File: config.mk
export PLATFORM = sky130hd
export DESIGN_NAME = sig_dump_monitor
export DESIGN_NICKNAME = d
export VERILOG_FILES = /design/src/rtl/sig_dump_pkg.sv /design/src/rtl/sig_mailbox_snoop.sv /design/src/rtl/sig_dump_monitor.sv
export SDC_FILE = /design/constraint.sdc
export NUM_CORES = 1
export LEC_CHECK = 0
export ABC_AREA = 1
export BUFFER_PORTS_ARGS = -buffer_cell sky130_fd_sc_hd__buf_2
export CAP_MARGIN = 20
export CORE_MARGIN = 2
export CORE_UTILIZATION = 50
export DETAILED_ROUTE_END_ITERATION = 12
export PLACE_DENSITY = 0.77
export SETUP_SLACK_MARGIN = 0.1
export SLEW_MARGIN = 20
export SYNTH_ARGS = -nofsm -noshare
export SYNTH_HDL_FRONTEND = slang
export SYNTH_HIERARCHICAL = 1
export SYNTH_SLANG_ARGS = --single-unit
export TNS_END_PERCENT = 20
File: constraint.sdc
create_clock -name clk_i -period 9.3 [get_ports clk_i]
set_input_delay 1.86 -clock clk_i [delete_from_list [all_inputs] [get_ports clk_i]]
set_output_delay 1.86 -clock clk_i [all_outputs]
set_load 0.03 [all_outputs]
File: src/rtl/sig_dump_pkg.sv
// Shared constants for the signature dump monitor: state codes, default
// mailbox byte addresses and the full-word write-enable pattern.
package sig_dump_pkg;

  typedef logic [2:0] state_t;

  localparam state_t S_RUN   = 3'd0;
  localparam state_t S_REQ   = 3'd1;
  localparam state_t S_OUT   = 3'd2;
  localparam state_t S_DONE  = 3'd3;
  localparam state_t S_ERROR = 3'd4;

  localparam logic [31:0] HALT_ADDR_DEF      = 32'h001F_FFF4;
  localparam logic [31:0] SIG_END_ADDR_DEF   = 32'h001F_FFF8;
  localparam logic [31:0] SIG_START_ADDR_DEF = 32'h001F_FFFC;

  localparam logic [3:0] WE_FULL = 4'hF;

endpackage

File: src/rtl/sig_mailbox_snoop.sv
// Qualifies snooped full-word bus writes and captures the signature start/end
// mailboxes; emits a one-cycle halt pulse when the halt mailbox receives 1.
module sig_mailbox_snoop
  import sig_dump_pkg::*;
#(
  parameter int                    DATA_WIDTH     = 32,
  parameter int                    ADDR_WIDTH     = 32,
  parameter logic [ADDR_WIDTH-1:0] HALT_ADDR      = ADDR_WIDTH'(HALT_ADDR_DEF),
  parameter logic [ADDR_WIDTH-1:0] SIG_END_ADDR   = ADDR_WIDTH'(SIG_END_ADDR_DEF),
  parameter logic [ADDR_WIDTH-1:0] SIG_START_ADDR = ADDR_WIDTH'(SIG_START_ADDR_DEF)
) (
  input  logic                  clk_i,
  input  logic                  rstn_i,
  input  logic                  en_i,
  input  logic                  bus_stb_i,
  input  logic [3:0]            bus_we_i,
  input  logic [ADDR_WIDTH-1:0] bus_addr_i,
  input  logic [DATA_WIDTH-1:0] bus_wdata_i,
  input  logic                  bus_ack_i,
  output logic [ADDR_WIDTH-1:0] start_o,
  output logic [ADDR_WIDTH-1:0] end_o,
  output logic                  halt_o
);

  logic                  wr_ok;
  logic [ADDR_WIDTH-1:0] waddr;
  logic [ADDR_WIDTH-1:0] start_q, start_d;
  logic [ADDR_WIDTH-1:0] end_q, end_d;

  assign wr_ok = en_i & bus_stb_i & bus_ack_i & (bus_we_i == WE_FULL);
  assign waddr = ADDR_WIDTH'(bus_wdata_i) & ~ADDR_WIDTH'(3);

  // Next-state values are exported so a mailbox write in the halt cycle counts.
  always_comb begin
    start_d = start_q;
    end_d   = end_q;
    halt_o  = 1'b0;
    if (wr_ok) begin
      if (bus_addr_i == SIG_START_ADDR) start_d = waddr;
      if (bus_addr_i == SIG_END_ADDR)   end_d   = waddr;
      if (bus_addr_i == HALT_ADDR)      halt_o  = (bus_wdata_i == DATA_WIDTH'(1));
    end
  end

  always_ff @(posedge clk_i or negedge rstn_i) begin
    if (!rstn_i) begin
      start_q <= '0;
      end_q   <= '0;
    end else begin
      start_q <= start_d;
      end_q   <= end_d;
    end
  end

  assign start_o = start_d;
  assign end_o   = end_d;

endmodule

File: src/rtl/sig_dump_monitor.sv
// End-of-test monitor: waits for halt or timeout, then reads the signature
// region word by word and streams it out on a valid/ready port.
module sig_dump_monitor
  import sig_dump_pkg::*;
#(
  parameter int                    DATA_WIDTH     = 32,
  parameter int                    ADDR_WIDTH     = 32,
  parameter logic [ADDR_WIDTH-1:0] HALT_ADDR      = ADDR_WIDTH'(HALT_ADDR_DEF),
  parameter logic [ADDR_WIDTH-1:0] SIG_END_ADDR   = ADDR_WIDTH'(SIG_END_ADDR_DEF),
  parameter logic [ADDR_WIDTH-1:0] SIG_START_ADDR = ADDR_WIDTH'(SIG_START_ADDR_DEF),
  parameter int                    TIMEOUT        = 1000000,
  parameter int                    CNT_WIDTH      = 32
) (
  input  logic                  clk_i,
  input  logic                  rstn_i,
  input  logic                  bus_stb_i,
  input  logic [3:0]            bus_we_i,
  input  logic [ADDR_WIDTH-1:0] bus_addr_i,
  input  logic [DATA_WIDTH-1:0] bus_wdata_i,
  input  logic                  bus_ack_i,
  output logic                  mem_stb_o,
  output logic [ADDR_WIDTH-1:0] mem_addr_o,
  input  logic [DATA_WIDTH-1:0] mem_rdata_i,
  input  logic                  mem_ack_i,
  input  logic                  mem_err_i,
  output logic                  sig_valid_o,
  output logic [DATA_WIDTH-1:0] sig_data_o,
  input  logic                  sig_ready_i,
  output logic                  busy_o,
  output logic                  done_o,
  output logic                  timeout_o,
  output logic                  err_o,
  output logic [CNT_WIDTH-1:0]  cycle_cnt_o
);

  localparam logic [CNT_WIDTH-1:0] TO_LAST = CNT_WIDTH'(TIMEOUT - 1);

  state_t                state_q, state_d;
  logic [ADDR_WIDTH-1:0] ptr_q, ptr_d, ptr_inc;
  logic [DATA_WIDTH-1:0] data_q, data_d;
  logic [CNT_WIDTH-1:0]  cnt_q, cnt_d;
  logic                  to_q, to_d;
  logic [ADDR_WIDTH-1:0] start_w, end_w;
  logic                  halt_w;

  sig_mailbox_snoop #(
    .DATA_WIDTH     (DATA_WIDTH),
    .ADDR_WIDTH     (ADDR_WIDTH),
    .HALT_ADDR      (HALT_ADDR),
    .SIG_END_ADDR   (SIG_END_ADDR),
    .SIG_START_ADDR (SIG_START_ADDR)
  ) u_snoop (
    .clk_i       (clk_i),
    .rstn_i      (rstn_i),
    .en_i        (state_q == S_RUN),
    .bus_stb_i   (bus_stb_i),
    .bus_we_i    (bus_we_i),
    .bus_addr_i  (bus_addr_i),
    .bus_wdata_i (bus_wdata_i),
    .bus_ack_i   (bus_ack_i),
    .start_o     (start_w),
    .end_o       (end_w),
    .halt_o      (halt_w)
  );

  always_comb begin
    state_d = state_q;
    ptr_d   = ptr_q;
    data_d  = data_q;
    cnt_d   = cnt_q;
    to_d    = to_q;
    ptr_inc = ptr_q + ADDR_WIDTH'(4);
    case (state_q)
      S_RUN: begin
        if (cnt_q != '1) cnt_d = cnt_q + CNT_WIDTH'(1);
        // Halt has priority: a simultaneous timeout is not flagged.
        if (halt_w || (cnt_q == TO_LAST)) begin
          ptr_d   = start_w;
          to_d    = ~halt_w;
          state_d = (end_w > start_w) ? S_REQ : S_DONE;
        end
      end
      S_REQ: begin
        if (mem_err_i) begin
          state_d = S_ERROR;
        end else if (mem_ack_i) begin
          data_d  = mem_rdata_i;
          state_d = S_OUT;
        end
      end
      S_OUT: begin
        if (sig_ready_i) begin
          ptr_d   = ptr_inc;
          state_d = ((ptr_inc >= end_w) || (ptr_inc == '0)) ? S_DONE : S_REQ;
        end
      end
      S_DONE, S_ERROR: ;
      default: state_d = S_ERROR;
    endcase
  end

  always_ff @(posedge clk_i or negedge rstn_i) begin
    if (!rstn_i) begin
      state_q <= S_RUN;
      ptr_q   <= '0;
      data_q  <= '0;
      cnt_q   <= '0;
      to_q    <= 1'b0;
    end else begin
      state_q <= state_d;
      ptr_q   <= ptr_d;
      data_q  <= data_d;
      cnt_q   <= cnt_d;
      to_q    <= to_d;
    end
  end

  assign mem_stb_o   = (state_q == S_REQ);
  assign mem_addr_o  = ptr_q;
  assign sig_valid_o = (state_q == S_OUT);
  assign sig_data_o  = data_q;
  assign busy_o      = (state_q == S_REQ) || (state_q == S_OUT);
  assign done_o      = (state_q == S_DONE);
  assign err_o       = (state_q == S_ERROR);
  assign timeout_o   = to_q;
  assign cycle_cnt_o = cnt_q;

endmodule

-- Yosys cells after proc, flatten, opt, wreduce, memory -nomap -nowiden
Index checks and enable logic that the tools add are counted.
- add/sub/neg operators: 2
- order comparisons: 2
- reduce and logical (&&, ||, !) cells: 12
- muxes and demuxes: 16
- equality and inequality tests: 14
- bitwise logic cells: 6
- operator list (cell ; number):
    $mux 32 ; 6
    $eq 32x21->1 const B ; 3
    $pmux 32 s2 ; 1
    $add 32x1->32 const B ; 1
    $add 32x3->32 const B ; 1
    $eq 32x1->1 const B ; 1
    $eq 32x20->1 const B ; 1
    $ge 32x32->1 ; 1
    $gt 32x32->1 ; 1
    $logic_not 32->1 ; 1
    $ne 32x32->1 const B ; 1
    $mux 3 ; 4
    $pmux 3 s4 ; 1
    $eq 3x2->1 const B ; 2
    $reduce_and 3->1 ; 2
    $eq 4x4->1 const B ; 1
    $mux 2 ; 2
    $reduce_and 2->1 ; 2
    $reduce_and 4->1 ; 1
    $and 1x1->1 ; 3
    $eq 3x1->1 const B ; 1
    $eq 3x3->1 const B ; 1
    $logic_not 3->1 ; 1
    $logic_or 1x1->1 ; 3
    7 further kinds ; 10
- word-level logic and storage cells: 59
- register bits: 164
- output and inout port bits: 102

-- Depth between registers and ports, before layout
Gate-level depths: netlist (run 1).
- depth in word-level cells: 10
- mapped depth: 25
- gate-level depth less buffers: 24

-- Hierarchy
The synthesis (run 1) kept the hierarchy.
- by module, submodules not included (module ; times used ; cells an instance ; area an instance (µm²)):
    sig_dump_monitor ; 1 ; 986 ; 7309.5
    sig_mailbox_snoop ; 1 ; 361 ; 3024.2

-- Worst setup path after synthesis (run 1)
OpenSTA, ideal clock, no wires.
- path type: in2reg
- from: input port bus_stb_i
- to: register state_q[1]
- cell stages on the path: 18
- library setup time: 122 ps
- required time: 9178 ps
- slack: 5315 ps
- arrival: 3863 ps
- path buffers: 1
- cell sequence: nand2_1 > nor2_1 > nand3_2 > nor2_8 > buf_2 > nand4_1 > nand2_1 > inv_1 > ha_1 > nand2_1 > nor2_1 > nand2_1 > nor4_1 > nand2_1 > nand2_1 > nand2_1 > a21oi_1 > a21oi_2
- RTL lines (element ; line ; source):
    start, declared ; sig_dump_monitor.sv:16 ; input logic bus_stb_i,
    $and 1x1->1 (3 in a row) ; sig_mailbox_snoop.sv:30 ; assign wr_ok = en_i & bus_stb_i & bus_ack_i & (bus_we_i == WE_FULL);
    $mux 32 ; sig_mailbox_snoop.sv:38 ; if (wr_ok) begin
    named net start_w[31] ; sig_dump_monitor.sv:43 ; logic [ADDR_WIDTH-1:0] start_w, end_w;
    $gt 32x32->1 ; sig_dump_monitor.sv:80 ; state_d = (end_w > start_w) ? S_REQ : S_DONE;
    $mux 2 ; sig_dump_monitor.sv:80 ;
    $mux 3 ; sig_dump_monitor.sv:77 ; if (halt_w || (cnt_q == TO_LAST)) begin
    $pmux 3 s4 ; sig_dump_monitor.sv:73 ; case (state_q)
    end signal, assigned ; sig_dump_monitor.sv:110 ; state_q <= state_d;
    end, declared ; sig_dump_monitor.sv:38 ; state_t state_q, state_d;
The timed path passes the listed nets, and every way through them passes these cells. The select of a mux whose other input is x is not followed.
A chain may end at the register's enable or synchronous reset.

-- Worst setup path after layout (run 1)
- from: input port bus_addr_i[21]
- to: register state_q[1]
- RTL lines (element ; line ; source):
    start, declared ; sig_dump_monitor.sv:18 ; input logic [ADDR_WIDTH-1:0] bus_addr_i,
    $eq 32x21->1 ; sig_mailbox_snoop.sv:39 ; if (bus_addr_i == SIG_START_ADDR) start_d = waddr;
    $mux 32 ; sig_mailbox_snoop.sv:39 ;
    $mux 32 ; sig_mailbox_snoop.sv:38 ;
    named net start_w[31] ; sig_dump_monitor.sv:43 ;
    $gt 32x32->1 ; sig_dump_monitor.sv:80 ;
    $mux 2 ; sig_dump_monitor.sv:80 ;
    $mux 3 ; sig_dump_monitor.sv:77 ;
    $pmux 3 s4 ; sig_dump_monitor.sv:73 ;
The timed path passes the listed nets, and every way through them passes these cells. The select of a mux whose other input is x is not followed.

==> summary.md, run 1 <==
| Metric | Value |
|---|---|
| Slew headroom | 34.6% |
| Layout cells sized above 1 | 20.8% |
| Synthesized instance count | 1347 |
| # setup viols final | 0 |
| Die width | 148 um |
| Synth Cell Area | 0.0103 mm2 |
| Synth cell types | 36 |
| Startpoint Class | primary input |
| Largest net degree at the start of global routing | 104 |
| Initial DRC Count | 641 |
| Hold Path Class | register to register |
| Ys Warns | 6 |
| # port buffers | 208 |
| Antenna violations before repair | 0 |
| Outcome | complete, no violations |
| ANT cells | 0 |
| GRT overflow | 0 |
| Post CTS Setup Buffer Count | 0 |
| Detail Placement HPWL | 21400 um |
| Vias per cell | 5.34 |
| CP required | 9650 ps |
| Critical Path AT | 5210 ps |
| Peak supply drop | 0.119 mV |
| Total Wirelength | 28400 um |
| # IOs | 209 |
| Synth Net Count | 1521 |
| Root buf cell | clkbuf_16 |
| Gr usage total | 26.6% |
| Final min period | 4860 ps |
| CTS H-tree lvls | 4 |
| Post-synthesis sequential area ratio | 39.7% |
| P_leak | 6.36 nW |
| Vias in the first global route | 9564 |
| CTS Buf Count | 17 |
| Fmax | 206 MHz |
| FP Rows | 52 |
| Delay-heaviest family, CP | simple AND/OR/NAND/NOR gates |
| Hold_buf cts | 0 |
| Pwr/cell area | 136 mW/mm2 |
| CP Cell Sequence | buf_2, inv_1, nand2_1, nor2_1, nand2_1, nor2_8, nand3_4, nand2_1, nand2_1, inv_1, ha_1, nand2_1, nor2_1, nand2_1, nor4_1, nand2_1, nand2_1, nand2_1, a21oi_1, a21oi_2 |
| Critical Path Fanout Max | 63 |
| Crit end category | register |
| Reg-to-reg slack, setup | 4950 ps |
| Full die area | 0.0218 mm2 |
| Nets | 1715 |
| Die H | 148 um |
| Syn-to-layout area delta | 17.4% |
| Vias | 9732 |
| Clock Skew | 23.3 ps |
| Post-CTS sizing | 0 |
| Core area | 0.0202 mm2 |
| Final Total Pwr | 1.65 mW |
| Slowest stage delay, CP | 630 ps |
| CTS Buffer Depth | 2 |
| Setup tns final | 0 ps |
| Syn avg cell area | 7.67 um2 |
| Final period util | 52.3% |
| Max-Cap Viols | 0 |
| DRT antenna net count | 0 |
| First-pass GRT wire length | 46200 um |
| Crit-path most repeated cell | nand2_1 |
| Synth Register Bits | 164 |
| Avg WL per Cell | 15.6 um |
| CTS tree | built |
| Slew at the pin closest to its max-slew limit | 981 ps |
| GPL Wtd Cong | 0.882 |
| DRT Pass-1 Iters | 6 |
| Fin. Hold Viols | 0 |
| RSZ-0062 raised after global routing | no |
| Clk_lat worst skew | 450 ps |
| Clk sink count | 164 |
| Initial Utilization | 51.1% |
| Clock transition at path regs | 70 ps |
| Crit Path Category | primary input to register |
| DRC viols | 0 |
| CP max-delay cell | nor2_8 |
| WP buf/inv | 3 |
| Max Slew Vio Count | 0 |
## registers in the layout, summed over array words and instances (netlist names)
name,count
state_q,3
u_snoop/start_q,32
sig_data_o,32
mem_addr_o,32
cycle_cnt_o,32
timeout_o,1
u_snoop/end_q,32
## synthesized netlist by cell type
cell type / count / share of area, %
nand2_1: 424 / 15
dfrtp_1: 164 / 40
inv_1: 160 / 5.8
nor2_1: 112 / 4.1
nand4_1: 89 / 5.4
ha_1: 67 / 8.1
o21ai_0: 64 / 3.1
a21oi_1: 37 / 1.8
nand3_1: 33 / 1.6
mux2_2: 32 / 3.5
xor2_1: 27 / 2.3
buf_2: 17 / 0.82
nor3_1: 17 / 0.82
buf_4: 10 / 0.73
o21ai_1: 10 / 0.48
inv_2: 9 / 0.33
nand2_2: 9 / 0.54
nor2_4: 9 / 0.98
nor2_2: 8 / 0.48
nor4_1: 7 / 0.42
buf_6: 6 / 0.65
clkbuf_1: 6 / 0.22
xnor2_1: 5 / 0.42
nand3b_1: 4 / 0.29
o211ai_1: 4 / 0.29
nand3_2: 3 / 0.29
and2_1: 2 / 0.12
nand3_4: 2 / 0.34
nor3_2: 2 / 0.19
o21a_1: 2 / 0.15
a21o_1: 1 / 0.073
a21oi_2: 1 / 0.085
clkbuf_8: 1 / 0.13
nand2_4: 1 / 0.11
nor2_8: 1 / 0.19
or2_1: 1 / 0.061
## cells by family after synthesis
family	synth area share [%]
AND/OR/NAND/NOR	31.3
buffers and inverters	8.69
flip-flops	39.7
AO/OA/AOI/OAI	5.97
adder cells (fa/ha/maj)	8.11
XOR/XNOR	2.71
multiplexers	3.49
## power by group
part           internal, mW  switching (mW)
Sequential            0.725          0.0135
Combinational        0.0527           0.104
Clock                 0.417           0.337
## stage by stage
step / area, um2 / setup WS, ps / instances / util [%] / hold WS, ps
3_3_place_gp: 11500 / 4160 / 1792 / 56.9 / 443
6_report: 12100 / 4440 / 1824 / 60.0 / 465
4_1_cts: 12100 / 4530 / 1824 / 60.0 / 464
2_1_floorplan: 10300 / 5320 / 1347 / - / 431
3_5_place_dp: 11500 / 4060 / 1792 / 56.9 / 446
5_1_grt: 12100 / 4130 / 1824 / 60.0 / 499
## path summary, 6_finish.rpt
| path | end | from | cells after the start |
|---|---|---|---|
| max | state_q[1] | bus_addr_i[21] | 20 |
| min | u_snoop/start_q[1] | u_snoop/start_q[1] | 2 |
| max reg2reg | state_q[1] | state_q[2] | 21 |
| min reg2reg | u_snoop/start_q[1] | u_snoop/start_q[1] | 2 |
| max in group asynchronous | state_q[0] | rstn_i | 2 |
| min in group asynchronous | u_snoop/start_q[26] | rstn_i | 1 |
## worst min-delay path, delay by kind of cell (launching register included)
kind | cells | cell delay [ps]
buffers and inverters | 1 | 50
flip-flops | 1 | 320
AND/OR/NAND/NOR | 1 | 60
## routing by layer
metal  part of all wire, %  global-route usage, %  up-vias
li1                      -                      -     4746
met1                    41                   31.6     4545
met2                    49                   46.1      363
met3                   6.5                   6.33       78
met4                   3.8                   11.3        0
met5                     0                      0        -
## placed cells by master, fill, tap and decap left out, types with 2 or more instances in the layout
cell	count
and2_1	2
inv_8	4
o21a_1	2
nand2_1	424
nor2_2	8
nor3_2	2
a21oi_1	37
nor2_1	112
inv_1	160
inv_6	3
inv_2	9
nor4_1	7
nor3_1	17
o21ai_1	10
nand2_2	9
nor2_4	9
bufinv_16	2
clkinv_8	2
buf_2	207
ha_1	67
nand3_1	33
clkbuf_16	17
o21ai_0	64
nand3_2	3
nand4_1	89
dfrtp_1	164
nand3b_1	4
xor2_1	27
buf_4	7
o211ai_1	4
clkinvlp_4	2
xnor2_1	5
nand3_4	2
mux2_2	32
## area by class of cell
cell class,instances,area [um2]
Clock buffer,18,439
Clock inverter,14,188
Fill cell,1813,8100
Inverter,169,634
Multi-Input combinational cell,974,5330
Sequential cell,164,4100
Tap cell,270,338
Timing Repair Buffer,215,1100
(Power assumes the default switching activity.)
==> run 2: changes to the inputs <==
==> constraint.sdc (replaced) <==
create_clock -name clk_i -period 5.05 [get_ports clk_i]
set_input_delay 1.01 -clock clk_i [delete_from_list [all_inputs] [get_ports clk_i]]
set_output_delay 1.01 -clock clk_i [all_outputs]
set_load 0.03 [all_outputs]
==> summary.md, run 2 (synthesis results as in run 1) <==
| Metric | Value |
|---|---|
| Clock Skew | 14.7 ps (-8.66 ps) |
| Gr usage total | 26.8% (+0.24 points) |
| Final Total Pwr | 2.99 mW (+81%) |
| Hold_buf cts | 0 (unchanged) |
| Clk_lat worst skew | 440 ps (about the same) |
| Switching share of total power | 27.3% (-0.31 points) |
| Fill cells | 1865 (+2.9%) |
| Nets | 1717 (+0.12%) |
| # port buffers | 208 (unchanged) |
| Antenna violations before repair | 0 (unchanged) |
| Core area | 0.0202 mm2 (unchanged) |
| WP buf/inv | 3 (unchanged) |
| CTS tree | built |
| DRT antenna net count | 0 (unchanged) |
| Die H | 148 um (unchanged) |
| Max Slew Vio Count | 0 (unchanged) |
| Startpoint Class | register |
| Critical Path AT | 4470 ps (-740 ps) |
| DRC viols | 0 (unchanged) |
| Final period util | 82.2% |
| # IOs | 209 (unchanged) |
| Initial Utilization | 51.1% (unchanged) |
| Post-Layout Cell Count | 1826 (+0.11%) |
| Slowest stage delay, CP | 530 ps (-100 ps) |
| CP required | 5370 ps (-4280 ps) |
| Placed instance count | 1794 (+0.11%) |
| Setup tns final | 0 ps (unchanged) |
| Initial DRC Count | 564 (-12%) |
| Final min period | 4150 ps |
| GPL Wtd Cong | 0.923 (+4.6%) |
| Largest net degree at the start of global routing | 101 (-2.9%) |
| RSZ-0062 raised after global routing | no |
| Switch Pwr | 0.814 mW (+79%) |
| Most frequent cells in the layout | nand2_1 (424), buf_2 (207), dfrtp_1 (164) |
| Clock power frac | 44.8% (-0.9 points) |
| Vias | 9718 (-0.14%) |
| Vias per cell | 5.32 (-0.25%) |
| Clk sink count | 164 (unchanged) |
| Post-CTS sizing | 0 (unchanged) |
| Critical Path Fanout Max | 40 (-37%) |
| Crit Path Category | register to register |
| Flop pwr share | 45.5% (+0.7 points) |
| Syn-to-layout area delta | 17.4% (about the same) |
| Hold Path Class | register to register |
| Die width | 148 um (unchanged) |
| Clock transition at path regs | 70 ps (about the same) |
| Detail Placement HPWL | 21600 um (+1.2%) |
| Post CTS Setup Buffer Count | 0 (unchanged) |
| ANT cells | 0 (unchanged) |
| Crit-path most repeated cell | nand2_1 |
| Multi-input gate area | 0.00533 mm2 (unchanged) |
| CTS Buffer Depth | 2 (unchanged) |
| Fin. Hold Viols | 0 (unchanged) |
| GRT overflow | 0 (unchanged) |
| CP max-delay cell | nor4_1 |
| First-pass GRT wire length | 47000 um (+1.6%) |
| Crit end category | register |
| Internal cell power | 2.17 mW (+82%) |
| Peak supply drop | 0.203 mV (+70%) |
| # setup viols final | 0 (unchanged) |
| DRT Pass-1 Iters | 4 (-2) |
| Commonest non-fill, non-tap cell in the layout | nand2_1 |
| Max-Cap Viols | 0 (unchanged) |
| CTS H-tree lvls | 4 (unchanged) |
| Minimum hold slack | 462 ps (-2.78 ps) |
| Layout cells sized above 1 | 21.0% (+0.10 points) |
| Total Wirelength | 28300 um (-0.13%) |
| Avg WL per Cell | 15.5 um (-0.24%) |
| CP Cell Sequence | nor2_1, inv_1, nor2_2, nand2_1, nor2_1, nand3_2, nor2_8, buf_4, nand4_1, nand2_1, inv_1, ha_1, nand2_1, nor2_1, nand2_1, nor4_1, nand2_1, nand2_1, nand2_1, a21oi_1, a21oi_2 |
| Vias in the first global route | 9654 (+0.94%) |
| Delay-heaviest family, CP | simple AND/OR/NAND/NOR gates |
| Slew headroom | 37.6% (+3.1 points) |
| Full die area | 0.0218 mm2 (unchanged) |
| FP Rows | 52 (unchanged) |
| Fmax | 241 MHz |
| Comb power frac | 9.7% (+0.2 points) |
| P_leak | 6.36 nW (about the same) |
| Root buf cell | clkbuf_16 |
| Pwr/cell area | 246 mW/mm2 (+81%) |
| Outcome | complete, no violations |
| Register area | 0.00410 mm2 (unchanged) |
| Post-layout util | 59.9% (about the same) |
| Slew at the pin closest to its max-slew limit | 935 ps (-45.8 ps) |
| CTS Buf Count | 17 (unchanged) |
==> run 2: cell types whose count changed in the layout (fill, tap and decap cells not counted) <==
cell,change
clkinvlp_4,+1
clkinv_4,-1
clkbuf_8,+2
bufinv_16,-1
buf_4,+2
clkinv_8,-1
inv_8,-1
inv_6,+1
==> run 2: cell type report <==
class | count | area share [%]
Timing Repair Buffer | 217 | 9.19
Sequential cell | 164 | 33.8
Inverter | 169 | 5.23
Clock inverter | 12 | 1.13
Multi-Input combinational cell | 974 | 44.0
Clock buffer | 20 | 3.85
Tap cell | 270 | 2.79
==> run 2: worst paths after layout <==
path | startpoint | end | slack (ps) | cells past startpoint
min | u_snoop/start_q[1] | u_snoop/start_q[1] | 460 | 2
max reg2reg | state_q[2] | state_q[1] | 900 | 21
max | state_q[2] | state_q[1] | 900 | 21
min in group asynchronous | rstn_i | u_snoop/end_q[20] | 650 | 1
min reg2reg | u_snoop/start_q[1] | u_snoop/start_q[1] | 460 | 2
max in group asynchronous | rstn_i | mem_addr_o[12] | 3300 | 2
==> run 2: routing by layer <==
| layer | GRT usage (%) | up-vias | part of all wire (%) |
|---|---|---|---|
| met1 | 33.0 | 4549 | 41 |
| met5 | 0 | - | 0 |
| met2 | 46.4 | 342 | 50 |
| met3 | 5.25 | 70 | 6.1 |
| met4 | 10.7 | 0 | 3.0 |
| li1 | - | 4757 | - |
==> run 2: power groups by stage <==
| stage | clock (mW) | sequential, mW | combinational, mW |
|---|---|---|---|
| detailed placement | 0 | 1.38 | 0.291 |
| global route | 1.41 | 1.36 | 0.325 |
| global placement | 0 | 1.38 | 0.285 |
| floorplan | 0 | 1.42 | 0.113 |
| CTS | 1.36 | 1.36 | 0.293 |
| finish | 1.34 | 1.36 | 0.290 |
==> run 2: per-stage QoR <==
step / setup WS, ps / cell area, um2
after global placement: 971 / 11500
after floorplan: 1920 / 10300
final: 899 / 12100
after CTS: 960 / 12100
after global routing: 519 / 12100
after detailed placement: 848 / 11500
==> run 2: worst reg2reg max path, cell delays in order, from the launching register on <==
cell and delay [ps]:
dfrtp_1 420, nor2_1 110, inv_1 100, nor2_2 350, nand2_1 90, nor2_1 110
nand3_2 120, nor2_8 330, buf_4 440, nand4_1 150, nand2_1 130, inv_1 60
ha_1 300, nand2_1 80, nor2_1 150, nand2_1 90, nor4_1 530, nand2_1 110
nand2_1 90, nand2_1 50, a21oi_1 160, a21oi_2 70
